### src/rtl/rgb_mean_divider_if.sv
// Operand and result bundle between the RGB accumulator and the mean divider.
// master drives the sums and start pulse; slave returns means and status.
interface rgb_mean_divider_if #(
  parameter int unsigned SUM_W = 22,
  parameter int unsigned CNT_W = 14,
  parameter int unsigned OUT_W = 8
);
  logic             one_picture;
  logic [SUM_W-1:0] r_sum;
  logic [SUM_W-1:0] g_sum;
  logic [SUM_W-1:0] b_sum;
  logic [CNT_W-1:0] pixel_num;
  logic [OUT_W-1:0] mean_r;
  logic [OUT_W-1:0] mean_g;
  logic [OUT_W-1:0] mean_b;
  logic             busy;
  logic             done;
  logic             div_zero;
  logic             sat;

  modport master (
    output one_picture, r_sum, g_sum, b_sum, pixel_num,
    input  mean_r, mean_g, mean_b, busy, done, div_zero, sat
  );

  modport slave (
    input  one_picture, r_sum, g_sum, b_sum, pixel_num,
    output mean_r, mean_g, mean_b, busy, done, div_zero, sat
  );
endinterface

### src/rtl/rgb_mean_divider.sv
// Per-frame RGB mean: one restoring shift-subtract divider shared across the
// R, G and B channels in turn, with 8-bit saturating results and a done pulse.
module rgb_mean_divider #(
  parameter int unsigned SUM_W = 22,
  parameter int unsigned CNT_W = 14,
  parameter int unsigned OUT_W = 8
) (
  input logic              clk,
  input logic              reset,
  rgb_mean_divider_if.slave bus
);

  localparam int unsigned BitW = $clog2(SUM_W);

  typedef enum logic [1:0] {StIdle, StDiv, StDone} state_e;

  state_e           state_q, state_d;
  logic [1:0]       ch_q, ch_d;
  logic [BitW-1:0]  bit_q, bit_d;
  logic [CNT_W:0]   rem_q, rem_d;
  logic [SUM_W-1:0] dvd_q, dvd_d;
  logic [SUM_W-1:0] quot_q, quot_d;
  logic [CNT_W-1:0] divisor_q, divisor_d;
  logic [SUM_W-1:0] g_q, g_d;
  logic [SUM_W-1:0] b_q, b_d;
  logic [OUT_W-1:0] res_r_q, res_r_d;
  logic [OUT_W-1:0] res_g_q, res_g_d;
  logic             sat_acc_q, sat_acc_d;
  logic [OUT_W-1:0] mean_r_q, mean_r_d;
  logic [OUT_W-1:0] mean_g_q, mean_g_d;
  logic [OUT_W-1:0] mean_b_q, mean_b_d;
  logic             div_zero_q, div_zero_d;
  logic             sat_q, sat_d;

  logic [CNT_W:0]   rem_shift;
  logic [CNT_W:0]   rem_next;
  logic             rem_ge;
  logic [SUM_W-1:0] quot_full;
  logic             q_over;
  logic [OUT_W-1:0] q_sat;

  // One restoring-division step on the current channel.
  always_comb begin
    rem_shift = {rem_q[CNT_W-1:0], dvd_q[SUM_W-1]};
    rem_ge    = rem_shift >= {1'b0, divisor_q};
    rem_next  = rem_ge ? (rem_shift - {1'b0, divisor_q}) : rem_shift;
    quot_full = {quot_q[SUM_W-2:0], rem_ge};
    q_over    = |quot_full[SUM_W-1:OUT_W];
    q_sat     = q_over ? {OUT_W{1'b1}} : quot_full[OUT_W-1:0];
  end

  always_comb begin
    state_d    = state_q;
    ch_d       = ch_q;
    bit_d      = bit_q;
    rem_d      = rem_q;
    dvd_d      = dvd_q;
    quot_d     = quot_q;
    divisor_d  = divisor_q;
    g_d        = g_q;
    b_d        = b_q;
    res_r_d    = res_r_q;
    res_g_d    = res_g_q;
    sat_acc_d  = sat_acc_q;
    mean_r_d   = mean_r_q;
    mean_g_d   = mean_g_q;
    mean_b_d   = mean_b_q;
    div_zero_d = div_zero_q;
    sat_d      = sat_q;

    unique case (state_q)
      StIdle: begin
        if (bus.one_picture) begin
          dvd_d     = bus.r_sum;
          g_d       = bus.g_sum;
          b_d       = bus.b_sum;
          divisor_d = bus.pixel_num;
          ch_d      = 2'd0;
          bit_d     = BitW'(SUM_W - 1);
          rem_d     = '0;
          quot_d    = '0;
          sat_acc_d = 1'b0;
          state_d   = StDiv;
        end
      end

      StDiv: begin
        if (divisor_q == '0) begin
          // Zero divisor short-circuits the run with full-scale means.
          mean_r_d   = {OUT_W{1'b1}};
          mean_g_d   = {OUT_W{1'b1}};
          mean_b_d   = {OUT_W{1'b1}};
          div_zero_d = 1'b1;
          sat_d      = 1'b0;
          state_d    = StDone;
        end else begin
          rem_d  = rem_next;
          quot_d = quot_full;
          dvd_d  = dvd_q << 1;
          bit_d  = bit_q - 1'b1;
          if (bit_q == '0) begin
            sat_acc_d = sat_acc_q | q_over;
            ch_d      = ch_q + 2'd1;
            bit_d     = BitW'(SUM_W - 1);
            rem_d     = '0;
            quot_d    = '0;
            case (ch_q)
              2'd0: begin
                res_r_d = q_sat;
                dvd_d   = g_q;
              end
              2'd1: begin
                res_g_d = q_sat;
                dvd_d   = b_q;
              end
              default: begin
                mean_r_d   = res_r_q;
                mean_g_d   = res_g_q;
                mean_b_d   = q_sat;
                sat_d      = sat_acc_q | q_over;
                div_zero_d = 1'b0;
                ch_d       = 2'd0;
                state_d    = StDone;
              end
            endcase
          end
        end
      end

      StDone: state_d = StIdle;

      default: state_d = StIdle;
    endcase
  end

  always_ff @(posedge clk) begin
    if (reset) begin
      state_q    <= StIdle;
      ch_q       <= '0;
      bit_q      <= '0;
      rem_q      <= '0;
      dvd_q      <= '0;
      quot_q     <= '0;
      divisor_q  <= '0;
      g_q        <= '0;
      b_q        <= '0;
      res_r_q    <= '0;
      res_g_q    <= '0;
      sat_acc_q  <= 1'b0;
      mean_r_q   <= '0;
      mean_g_q   <= '0;
      mean_b_q   <= '0;
      div_zero_q <= 1'b0;
      sat_q      <= 1'b0;
    end else begin
      state_q    <= state_d;
      ch_q       <= ch_d;
      bit_q      <= bit_d;
      rem_q      <= rem_d;
      dvd_q      <= dvd_d;
      quot_q     <= quot_d;
      divisor_q  <= divisor_d;
      g_q        <= g_d;
      b_q        <= b_d;
      res_r_q    <= res_r_d;
      res_g_q    <= res_g_d;
      sat_acc_q  <= sat_acc_d;
      mean_r_q   <= mean_r_d;
      mean_g_q   <= mean_g_d;
      mean_b_q   <= mean_b_d;
      div_zero_q <= div_zero_d;
      sat_q      <= sat_d;
    end
  end

  assign bus.mean_r   = mean_r_q;
  assign bus.mean_g   = mean_g_q;
  assign bus.mean_b   = mean_b_q;
  assign bus.busy     = (state_q != StIdle);
  assign bus.done     = (state_q == StDone);
  assign bus.div_zero = div_zero_q;
  assign bus.sat      = sat_q;

endmodule

### src/flat_wrapper.sv
// flat-port wrapper written by rule: the top's interface ports become plain ports
module rgb_mean_divider_flat 
#(
  parameter int unsigned SUM_W = 22,
  parameter int unsigned CNT_W = 14,
  parameter int unsigned OUT_W = 8
)
  (clk, reset, bus_one_picture, bus_r_sum, bus_g_sum, bus_b_sum, bus_pixel_num, bus_mean_r, bus_mean_g, bus_mean_b, bus_busy, bus_done, bus_div_zero, bus_sat);
  rgb_mean_divider_if #(.SUM_W(SUM_W), .CNT_W(CNT_W), .OUT_W(OUT_W)) bus_i ();
  input logic clk;
  input logic reset;
  input wire logic [$bits(bus_i.one_picture)-1:0] bus_one_picture;
  input wire logic [$bits(bus_i.r_sum)-1:0] bus_r_sum;
  input wire logic [$bits(bus_i.g_sum)-1:0] bus_g_sum;
  input wire logic [$bits(bus_i.b_sum)-1:0] bus_b_sum;
  input wire logic [$bits(bus_i.pixel_num)-1:0] bus_pixel_num;
  output wire logic [$bits(bus_i.mean_r)-1:0] bus_mean_r;
  output wire logic [$bits(bus_i.mean_g)-1:0] bus_mean_g;
  output wire logic [$bits(bus_i.mean_b)-1:0] bus_mean_b;
  output wire logic [$bits(bus_i.busy)-1:0] bus_busy;
  output wire logic [$bits(bus_i.done)-1:0] bus_done;
  output wire logic [$bits(bus_i.div_zero)-1:0] bus_div_zero;
  output wire logic [$bits(bus_i.sat)-1:0] bus_sat;
  assign bus_i.one_picture = bus_one_picture;
  assign bus_i.r_sum = bus_r_sum;
  assign bus_i.g_sum = bus_g_sum;
  assign bus_i.b_sum = bus_b_sum;
  assign bus_i.pixel_num = bus_pixel_num;
  assign bus_mean_r = bus_i.mean_r;
  assign bus_mean_g = bus_i.mean_g;
  assign bus_mean_b = bus_i.mean_b;
  assign bus_busy = bus_i.busy;
  assign bus_done = bus_i.done;
  assign bus_div_zero = bus_i.div_zero;
  assign bus_sat = bus_i.sat;
  rgb_mean_divider #(.SUM_W(SUM_W), .CNT_W(CNT_W), .OUT_W(OUT_W)) u_core (.clk(clk), .reset(reset), .bus(bus_i));
endmodule
### config.mk
export PLATFORM = sky130hd
export DESIGN_NAME = rgb_mean_divider_flat
export DESIGN_NICKNAME = d
export VERILOG_FILES = /design/src/rtl/rgb_mean_divider_if.sv /design/src/rtl/rgb_mean_divider.sv /design/src/flat_wrapper.sv
export SDC_FILE = /design/constraint.sdc
export NUM_CORES = 1
export LEC_CHECK = 0
export CORE_ASPECT_RATIO = 1.25
export CORE_MARGIN = 3
export CORE_UTILIZATION = 45
export DETAILED_ROUTE_END_ITERATION = 7
export GPL_TIMING_DRIVEN = 0
export PLACE_DENSITY_LB_ADDON = 0.1
export REMOVE_ABC_BUFFERS = 1
export SLEW_MARGIN = 15
export SYNTH_ARGS = -nofsm -noshare
export SYNTH_HDL_FRONTEND = slang
export SYNTH_SLANG_ARGS = --single-unit
export TNS_END_PERCENT = 10
### constraint.sdc
create_clock -name clk -period 2.4 [get_ports clk]
set_input_delay 0.48 -clock clk [delete_from_list [all_inputs] [get_ports clk]]
set_output_delay 0.48 -clock clk [all_outputs]
set_load 0.005 [all_outputs]
==> results of run 1 <==
-- cells in the final DEF, fill, tap and decap left out, types with 6 or more instances in the layout --
master | synthesis | final
o21ai_0 | 21 | 20
dfxtp_1 | 167 | 164
nor4_1 | 7 | 6
nand2_1 | 177 | 176
a22oi_1 | 20 | 20
clkbuf_16 | 0 | 17
nand3_1 | 23 | 22
nor2_1 | 107 | 105
o22ai_1 | 16 | 16
a21oi_1 | 97 | 96
inv_1 | 22 | 22
a211oi_1 | 46 | 46
a221oi_1 | 22 | 22
buf_4 | 3 | 19
clkdlybuf4s50_1 | 0 | 109
ha_1 | 15 | 10
o211ai_2 | 10 | 10
nor3_1 | 10 | 8
-- stage by stage --
stage / setup slack (ns) / std cells
3_3_place_gp: -7.28 / 1172
2_1_floorplan: -3.14 / 850
5_1_grt: -0.233 / 1235
3_5_place_dp: -1.00 / 1183
4_1_cts: -0.102 / 1224
6_report: -0.0321 / 1235
-- critical path, stage by stage, from the launching register on --
cell and delay (ns):
dfxtp_1 0.38, inv_1 0.06, ha_1 0.36, nor2b_1 0.18, o31ai_1 0.36, a21oi_1 0.22
a221oi_1 0.44, xor2_1 0.21, o21ai_0 0.10
-- final cells by class --
cell class / count / share of cell area [%]
Multi-Input combinational cell: 664 / 40.8
Sequential cell: 167 / 34.8
Timing Repair Buffer: 140 / 15.0
Clock buffer: 23 / 5.08
Tap cell: 212 / 2.76
Inverter: 22 / 0.859
Clock inverter: 7 / 0.729
-- worst paths after layout --
kind                                          from                            end  slack [ns]  depth (start not counted)
setup / recovery  u_core.divisor_q[2]$_SDFFE_PP0P_  u_core.rem_q[12]$_SDFFE_PP0P_       -0.03                          8
hold / removal          u_core.b_q[0]$_SDFFE_PP0P_     u_core.b_q[0]$_SDFFE_PP0P_        0.45                          2
setup reg to reg  u_core.divisor_q[2]$_SDFFE_PP0P_  u_core.rem_q[12]$_SDFFE_PP0P_       -0.03                          8
hold reg to reg         u_core.b_q[0]$_SDFFE_PP0P_     u_core.b_q[0]$_SDFFE_PP0P_        0.45                          2
-- cell families (layout without fill, tap and decap cells) --
kind of cell / after synthesis / in the layout / share of synthesized area, %
AOI/OAI and AO/OA: 273 / 274 / 24.9
xor gates and xnor gates: 6 / 6 / 0.706
adders and majority gates: 16 / 16 / 2.79
buffers and inverters: 92 / 192 / 5.21
DFF: 167 / 167 / 44.9
muxes: 2 / 2 / 0.269
and+or+nand+nor: 364 / 366 / 21.1
-- routing by layer --
| metal | vias up | track usage [%] | wire length, µm |
|---|---|---|---|
| met1 | 3189 | 27.2 | 8680 |
| li1 | 3454 | - | - |
| met4 | 0 | 7.71 | 315 |
| met5 | - | 0 | 0 |
| met3 | 22 | 3.97 | 810 |
| met2 | 156 | 37.2 | 9880 |
-- flip-flops by register name (all words and copies together), names as in the netlist --
register             cells
u_core.rem_q            14
u_core.quot_q           21
u_core.bus.mean_g        8
u_core.res_r_q           8
u_core.g_q              22
u_core.bit_q             5
u_core.bus.div_zero      1
u_core.bus.mean_r        8
u_core.dvd_q            22
u_core.bus.mean_b        8
u_core.state_q           2
u_core.divisor_q        14
u_core.bus.sat           1
u_core.b_q              22
u_core.ch_q              2
u_core.sat_acc_q         1
u_core.res_g_q           8
-- power by group through the flow --
stage	Sequential (mW)	Clock, mW	Combinational [mW]
6_report	3.11	2.62	2.01
5_1_grt	3.13	2.74	2.20
3_5_place_dp	3.17	0	1.68
2_1_floorplan	3.13	0	1.05
4_1_cts	3.11	2.65	1.85
3_3_place_gp	3.16	0	1.62
-- repair_timing --
item,in CTS,in global routing
endpoints found under the setup margin,99,90
cloned,2,1
buffers inserted,9,10
pin swaps,8,4
gates resized for setup,23,11
==> flow_metrics.tcl, run 1 <==
set metrics [dict create \
    status "complete, but fails checks" \
    violations "setup timing" \
    io_pins 111 \
    drtAntennaViolNets 0 \
    ys_seq_elements 167 \
    finalClockSkew_ns 0.00981 \
    synth_commonest_cells "nand2_1, dfxtp_1, nor2_1" \
    ys_async_sr_fraction_pct 0 \
    core_um2 15900 \
    p_comb_share_pct 26.0 \
    multi_input_area_um2 3920 \
    n_fill_cell 1471 \
    fmax_mhz 411 \
    antenna_cells 0 \
    crit_required_ns 2.70 \
    ys_warn_count 0 \
    grt_max_degree 78 \
    worst_pin_slew_ns 0.856 \
    synthCells 920 \
    grt_antenna_before_repair 0 \
    die_area_um2 18100 \
    cts_buffers 17 \
    synth_cell_type_count 63 \
    io_buffers 110 \
    power_density_nw_per_um2 805 \
    path_max_fanout 5 \
    p_sw_share_pct 30.6 \
    cts_tree "yes" \
    start_util_pct 46.8 \
    fin_crit_sh_pct 101 \
    dpl_cell_area_um2 8710 \
    hold_class "reg -> reg" \
    fin_area_um2 9610 \
    switchingPower_mw 2.37 \
    post-route-util_pct 60.5 \
    drv_slew 0 \
    worstPathArrival_ns 2.74 \
    finalSetupViolCount 2 \
    grt_pass1_wl_mm 32.0 \
    first_iter_violations 447 \
    clk_pin_slew_ns 0.06 \
    cts.sink_count 167 \
    endpoint_kind "flip-flop" \
    clockRootBuffer "clkbuf_16" \
    nets 1111 \
    remaining_drc_errors 0 \
    overflow 0 \
    slew_headroom_pct 42.9 \
    p_total_mw 7.74 \
    yosysSeqAreaShare_pct 44.9 \
    clock_path_buffers 2 \
    synth_area_um2 7440 \
    hold_violations 0 \
    drive_above_1_share_pct 11.0 \
    power_leakage_nw 3.47 \
    synthFlopType "dfxtp_1" \
    netlist.area_leader.share_pct 44.9 \
    power_frac_seq_pct 40.2 \
    yosysTopAreaCell "dfxtp_1" \
    final-seq-area_um2 3350 \
    rows 51 \
    drt_first_pass_iters 6 \
    area_growth_pct 29.2 \
    start_kind "flip-flop" \
    vias 6821 \
    tns_ns -0.0488 \
    synth_area_leaders "dfxtp_1, nand2_1, a21oi_1" \
    synth_area_per_cell_um2 8.09 \
    postCtsHoldBufs 0 \
    yosysMostFrequentCell "nand2_1" \
    intPower_mw 5.37 \
    post_drt_wl_per_cell_um 15.9 \
    layout_setup_ws_ns -0.0321 \
    track_usage_pct 21.7 \
    viasPerCell 5.52 \
    setup.worst_path.class "reg -> reg" \
    hold_ws_ns 0.452 \
    rsz0062_at_grt "yes" \
    drt_wl_total_mm 19.7 \
    min_period_ns 2.43 \
    fp.dieW_um 121 \
    clk_latency_ns 0.42 \
    cts_max_level 4 \
    dp_hpwl_mm 12.3 \
    p_clk_share_pct 33.8 \
    die_h_um 150 \
    cap_violations 0 \
    grt_pass1_vias 6616 \
    synth-edff-count 0 \
    vdd_ir_drop_max_mv 0.621 \
    place_congestion 0.834 \
]
Power figures use the tool's default switching activity.
==> inputs of run 2 (changes only) <==
--- a/config.mk
+++ b/config.mk
@@ -8,10 +8,12 @@
 export CORE_ASPECT_RATIO = 1.25
 export CORE_MARGIN = 3
 export CORE_UTILIZATION = 45
+export CTS_CLUSTER_DIAMETER = 30
 export DETAILED_ROUTE_END_ITERATION = 7
 export GPL_TIMING_DRIVEN = 0
 export PLACE_DENSITY_LB_ADDON = 0.1
 export REMOVE_ABC_BUFFERS = 1
+export SKIP_CTS_REPAIR_TIMING = 1
 export SLEW_MARGIN = 15
 export SYNTH_ARGS = -nofsm -noshare
 export SYNTH_HDL_FRONTEND = slang
==> flow_metrics.tcl, run 2 (synthesis gave the netlist of run 1 again) <==
set metrics [dict create \
    cts_buffers 17 \
    cp_cell_sequence "inv_1, ha_4, a211oi_2, nand2_2, a31o_1, a311o_2, or3_1, a32o_1" \
    core_um2 15900 \
    clock_path_buffers 2 \
    intPower_mw 5.45 \
    nets 1119 \
    layout_setup_ws_ns -0.00702 \
    finalClockSkew_ns 0.0107 \
    rsz0062_at_grt "yes" \
    tns_ns -0.00702 \
    crit_required_ns 2.71 \
    final_common_cell "nand2_1" \
    fin_area_um2 9790 \
    grt_max_degree 78 \
    viasPerCell 5.49 \
    min_period_ns 2.41 \
    fmax_mhz 415 \
    die_area_um2 18100 \
    power_density_nw_per_um2 800 \
    path_max_fanout 6 \
    fp.dieW_um 121 \
    status "complete, but fails checks" \
    violations "setup timing" \
    endpoint_kind "flip-flop" \
    p_total_mw 7.83 \
    clk_latency_ns 0.42 \
    grt_pass1_vias 6505 \
    worst_pin_slew_ns 0.715 \
    final-seq-area_um2 3350 \
    post_drt_wl_per_cell_um 16.0 \
    cap_violations 0 \
    switchingPower_mw 2.38 \
    clk_pin_slew_ns 0.06 \
    reg_top3 "u_core.b_q x22, u_core.dvd_q x22, u_core.g_q x22" \
    drt_wl_total_mm 19.8 \
    p_comb_share_pct 27.1 \
    clockRootBuffer "clkbuf_16" \
    dpl_cell_area_um2 8710 \
    power_leakage_nw 3.53 \
    drv_slew 0 \
    antenna_cells 0 \
    place_congestion 0.834 \
    remaining_drc_errors 0 \
    cts_max_level 4 \
    die_h_um 150 \
    drive_above_1_share_pct 12.4 \
    power_frac_seq_pct 39.8 \
    start_util_pct 46.8 \
    hold_class "reg -> reg" \
    dp_hpwl_mm 12.3 \
    vias 6823 \
    grt_pass1_wl_mm 30.9 \
    n_fill_cell 1437 \
    start_kind "flip-flop" \
    cts.sink_count 167 \
    mostFrequentLayoutCells "nand2_1, dfxtp_1, clkdlybuf4s50_1" \
    track_usage_pct 20.8 \
    first_iter_violations 478 \
    overflow 0 \
    grt_antenna_before_repair 0 \
    crit_slowest_cell "a311o_2" \
    worstPathArrival_ns 2.72 \
    p_clk_share_pct 33.2 \
    setup.worst_path.class "reg -> reg" \
    cts_tree "yes" \
    rows 51 \
    fin_crit_sh_pct 100 \
    area_growth_pct 31.5 \
    post-route-util_pct 61.6 \
    cpPeakStageDelay_ns 0.49 \
    slew_headroom_pct 52.3 \
    io_buffers 110 \
    finalSetupViolCount 1 \
    vdd_ir_drop_max_mv 0.631 \
    p_sw_share_pct 30.4 \
    multi_input_area_um2 4000 \
    hold_violations 0 \
    drtAntennaViolNets 0 \
    io_pins 111 \
    drt_first_pass_iters 7 \
]
## run 2: per-stage QoR
step           hold WS, ns  std cells  worst slack [ns]
2_1_floorplan        0.430        850             -3.14
4_1_cts              0.455       1213             -1.02
6_report             0.453       1243          -0.00702
3_3_place_gp         0.441       1172             -7.28
5_1_grt              0.468       1243           -0.0570
3_5_place_dp         0.447       1183             -1.00
## run 2: cell type report
cell class / count / area share (%)
clock inverters: 7 / 0.716
clock buffers: 23 / 4.99
inverters: 22 / 0.844
flip-flops and latches: 167 / 34.3
multi-input cells: 664 / 40.9
repair buffers: 148 / 15.6
well taps: 212 / 2.71
## run 2: worst max-delay path: cells and delay by family, from the launching register on
family / cells / cell delay [ns]
buf+inv: 1 / 0.07
fa+ha+maj: 1 / 0.23
simple gates: 2 / 0.42
flops: 1 / 0.35
compound gates: 4 / 1.21
## run 2: final timing paths
check,cells past startpoint,slack (ns),to,from
worst max-delay path,8,-0.007,u_core.rem_q[7]$_SDFFE_PP0P_,u_core.divisor_q[10]$_SDFFE_PP0P_
worst min-delay path,2,0.45,u_core.b_q[0]$_SDFFE_PP0P_,u_core.b_q[0]$_SDFFE_PP0P_
worst max register to register,8,-0.007,u_core.rem_q[7]$_SDFFE_PP0P_,u_core.divisor_q[10]$_SDFFE_PP0P_
worst min register to register,2,0.45,u_core.b_q[0]$_SDFFE_PP0P_,u_core.b_q[0]$_SDFFE_PP0P_
## run 2: layer usage
| metal | global-route usage [%] | wire length, µm |
|---|---|---|
| met1 | 26.0 | 8850 |
| met5 | 0 | 0 |
| met3 | 4.01 | 720 |
| met4 | 7.03 | 331 |
| met2 | 35.9 | 9930 |
## run 2: power groups by stage
stage / clock [mW] / combinational (mW) / sequential (mW)
6_report: 2.60 / 2.12 / 3.11
4_1_cts: 2.65 / 1.69 / 3.10
2_1_floorplan: 0 / 1.05 / 3.13
3_3_place_gp: 0 / 1.62 / 3.16
5_1_grt: 2.74 / 2.31 / 3.14
3_5_place_dp: 0 / 1.68 / 3.17
==> inputs of run 3 (changes only) <==
--- a/config.mk
+++ b/config.mk
@@ -6,7 +6,7 @@
 export NUM_CORES = 1
 export LEC_CHECK = 0
 export CORE_ASPECT_RATIO = 1.25
-export CORE_MARGIN = 3
+export CORE_MARGIN = 2
 export CORE_UTILIZATION = 45
 export CTS_CLUSTER_DIAMETER = 30
 export DETAILED_ROUTE_END_ITERATION = 7
==> flow_metrics.tcl, run 3 (synthesis gave the netlist of run 1 again) <==
set metrics [dict create \
    status "complete, but fails checks" \
    violations "setup timing" \
    io_pins 111 \
    grt_max_degree 79 \
    cts_tree "yes" \
    cpLargestDelayFamily "compound AO/OA/AOI/OAI gates" \
    post-route-util_pct 60.1 \
    instances_no_fill 1248 \
    worst_pin_slew_ns 0.714 \
    drtAntennaViolNets 0 \
    rows 52 \
    placed_cells 1187 \
    power_density_nw_per_um2 808 \
    holdPathStages 2 \
    post_drt_wl_per_cell_um 15.7 \
    fp.dieW_um 119 \
    drv_slew 0 \
    clockRootBuffer "clkbuf_16" \
    grt_pass1_vias 6296 \
    nets 1117 \
    endpoint_kind "flip-flop" \
    area_growth_pct 30.9 \
    rsz0062_at_grt "yes" \
    remaining_drc_errors 0 \
    io_buffers 110 \
    die_h_um 148 \
    mostFrequentLayoutCells "nand2_1, dfxtp_1, clkdlybuf4s50_1" \
    grt_pass1_wl_mm 30.6 \
    cts_buffers 17 \
    drt_first_pass_iters 5 \
    worstReg2RegStart "u_core.divisor_q[10]$_SDFFE_PP0P_" \
    fmax_mhz 415 \
    path_max_fanout 7 \
    layout_setup_ws_ns -0.0122 \
    setup.worst_path.class "reg -> reg" \
    wl_met3_um 854 \
    dp_hpwl_mm 11.9 \
    vdd_ir_drop_max_mv 0.621 \
    fin_crit_sh_pct 101 \
    min_period_ns 2.41 \
    crit_required_ns 2.76 \
    p_total_mw 7.87 \
    hold_ws_ns 0.454 \
    route.top_layer_used "met4" \
    clk_latency_ns 0.43 \
    cap_violations 0 \
    die_area_um2 17600 \
    wl_met1_mm 8.82 \
    finalSetupViolCount 5 \
    vias 6933 \
    cts.sink_count 167 \
    r2r_cells 8 \
    min_from "u_core.g_q[20]$_SDFFE_PP0P_" \
    cts_max_level 4 \
    clk_pin_slew_ns 0.06 \
    drive_above_1_share_pct 12.2 \
    whs_endpoint "u_core.g_q[20]$_SDFFE_PP0P_" \
    hold_class "reg -> reg" \
    start_kind "flip-flop" \
    slew_headroom_pct 52.4 \
    drt_wl_total_mm 19.6 \
    cp.buffers_inverters 1 \
    clock_path_buffers 2 \
    hold_violations 0 \
    track_usage_pct 21.3 \
    timing.rr.end "u_core.rem_q[10]$_SDFFE_PP0P_" \
    viasPerCell 5.56 \
    reg_top3 "u_core.b_q x22, u_core.dvd_q x22, u_core.g_q x22" \
    power_leakage_nw 3.51 \
    cp_cell_sequence "inv_1, ha_4, a211oi_2, nand2_2, a31o_1, a311o_2, or2_2, o211ai_2" \
    worstPathArrival_ns 2.77 \
    first_iter_violations 404 \
    core_um2 16200 \
    finalClockSkew_ns 0.00828 \
    crit_slowest_cell "a311o_2" \
    start_util_pct 45.9 \
    ff2ff_setup_slack_ns -0.01 \
    overflow 0 \
    wl_met2_mm 9.52 \
    place_congestion 0.804 \
    grt_antenna_before_repair 1 \
    final_common_cell "nand2_1" \
    cpPeakStageDelay_ns 0.49 \
]
run 3: power by group:
group          switching [mW]  internal [mW]  total [mW]
combinational            1.16          0.890        2.05
clock                    1.12           1.59        2.71
sequential              0.143           2.97        3.11
run 3: metal layers:
| metal | vias up | GRT usage, % |
|---|---|---|
| met5 | - | 0 |
| met4 | 0 | 7.08 |
| met3 | 25 | 5.32 |
| met2 | 149 | 34.9 |
| met1 | 3280 | 27.5 |
| li1 | 3479 | - |
run 3: worst min-delay path: stages (launching register included):
cell     delay [ns]
dfxtp_1        0.31
nand2_1        0.05
a21oi_1        0.05
run 3: final cells by class:
type,instances,area (µm²)
clock buffer,21,460
sequential,167,3350
antenna,1,2.50
clock inverter,11,123
multi-input combinational,666,3980
timing repair buffer,144,1470
tap,216,270
inverter,22,82.6
fill,1483,6460
run 3: worst max-delay path by stage:
| stage | start | end | slack, ns | cells past startpoint |
|---|---|---|---|---|
| final | u_core.divisor_q[10]$_SDFFE_PP0P_ | u_core.rem_q[10]$_SDFFE_PP0P_ | -0.01 | 8 |
| after global routing | u_core.divisor_q[1]$_SDFFE_PP0P_ | u_core.rem_q[7]$_SDFFE_PP0P_ | -0.09 | 9 |
| after CTS | u_core.bit_q[0]$_SDFFE_PP0P_ | u_core.res_r_q[3]$_SDFFE_PP0P_ | -0.88 | 7 |
| after detailed placement | u_core.bit_q[0]$_SDFFE_PP0P_ | u_core.res_r_q[6]$_SDFFE_PP0P_ | -0.84 | 7 |
| after global placement | bus_one_picture | u_core.bit_q[4]$_SDFFE_PP0P_ | -7.37 | 4 |
| after floorplan | bus_one_picture | u_core.bit_q[4]$_SDFFE_PP0P_ | -3.14 | 3 |
run 3: per-stage QoR:
step | cell area (µm²) | setup WS (ns) | TNS [ns]
5_1_grt | 9740 | -0.0944 | -0.425
3_5_place_dp | 8720 | -0.837 | -47.80
2_1_floorplan | 7130 | -3.14 | -226.01
4_1_cts | 9300 | -0.880 | -47.16
3_3_place_gp | 8510 | -7.37 | -726.85
6_report | 9740 | -0.0122 | -0.0252
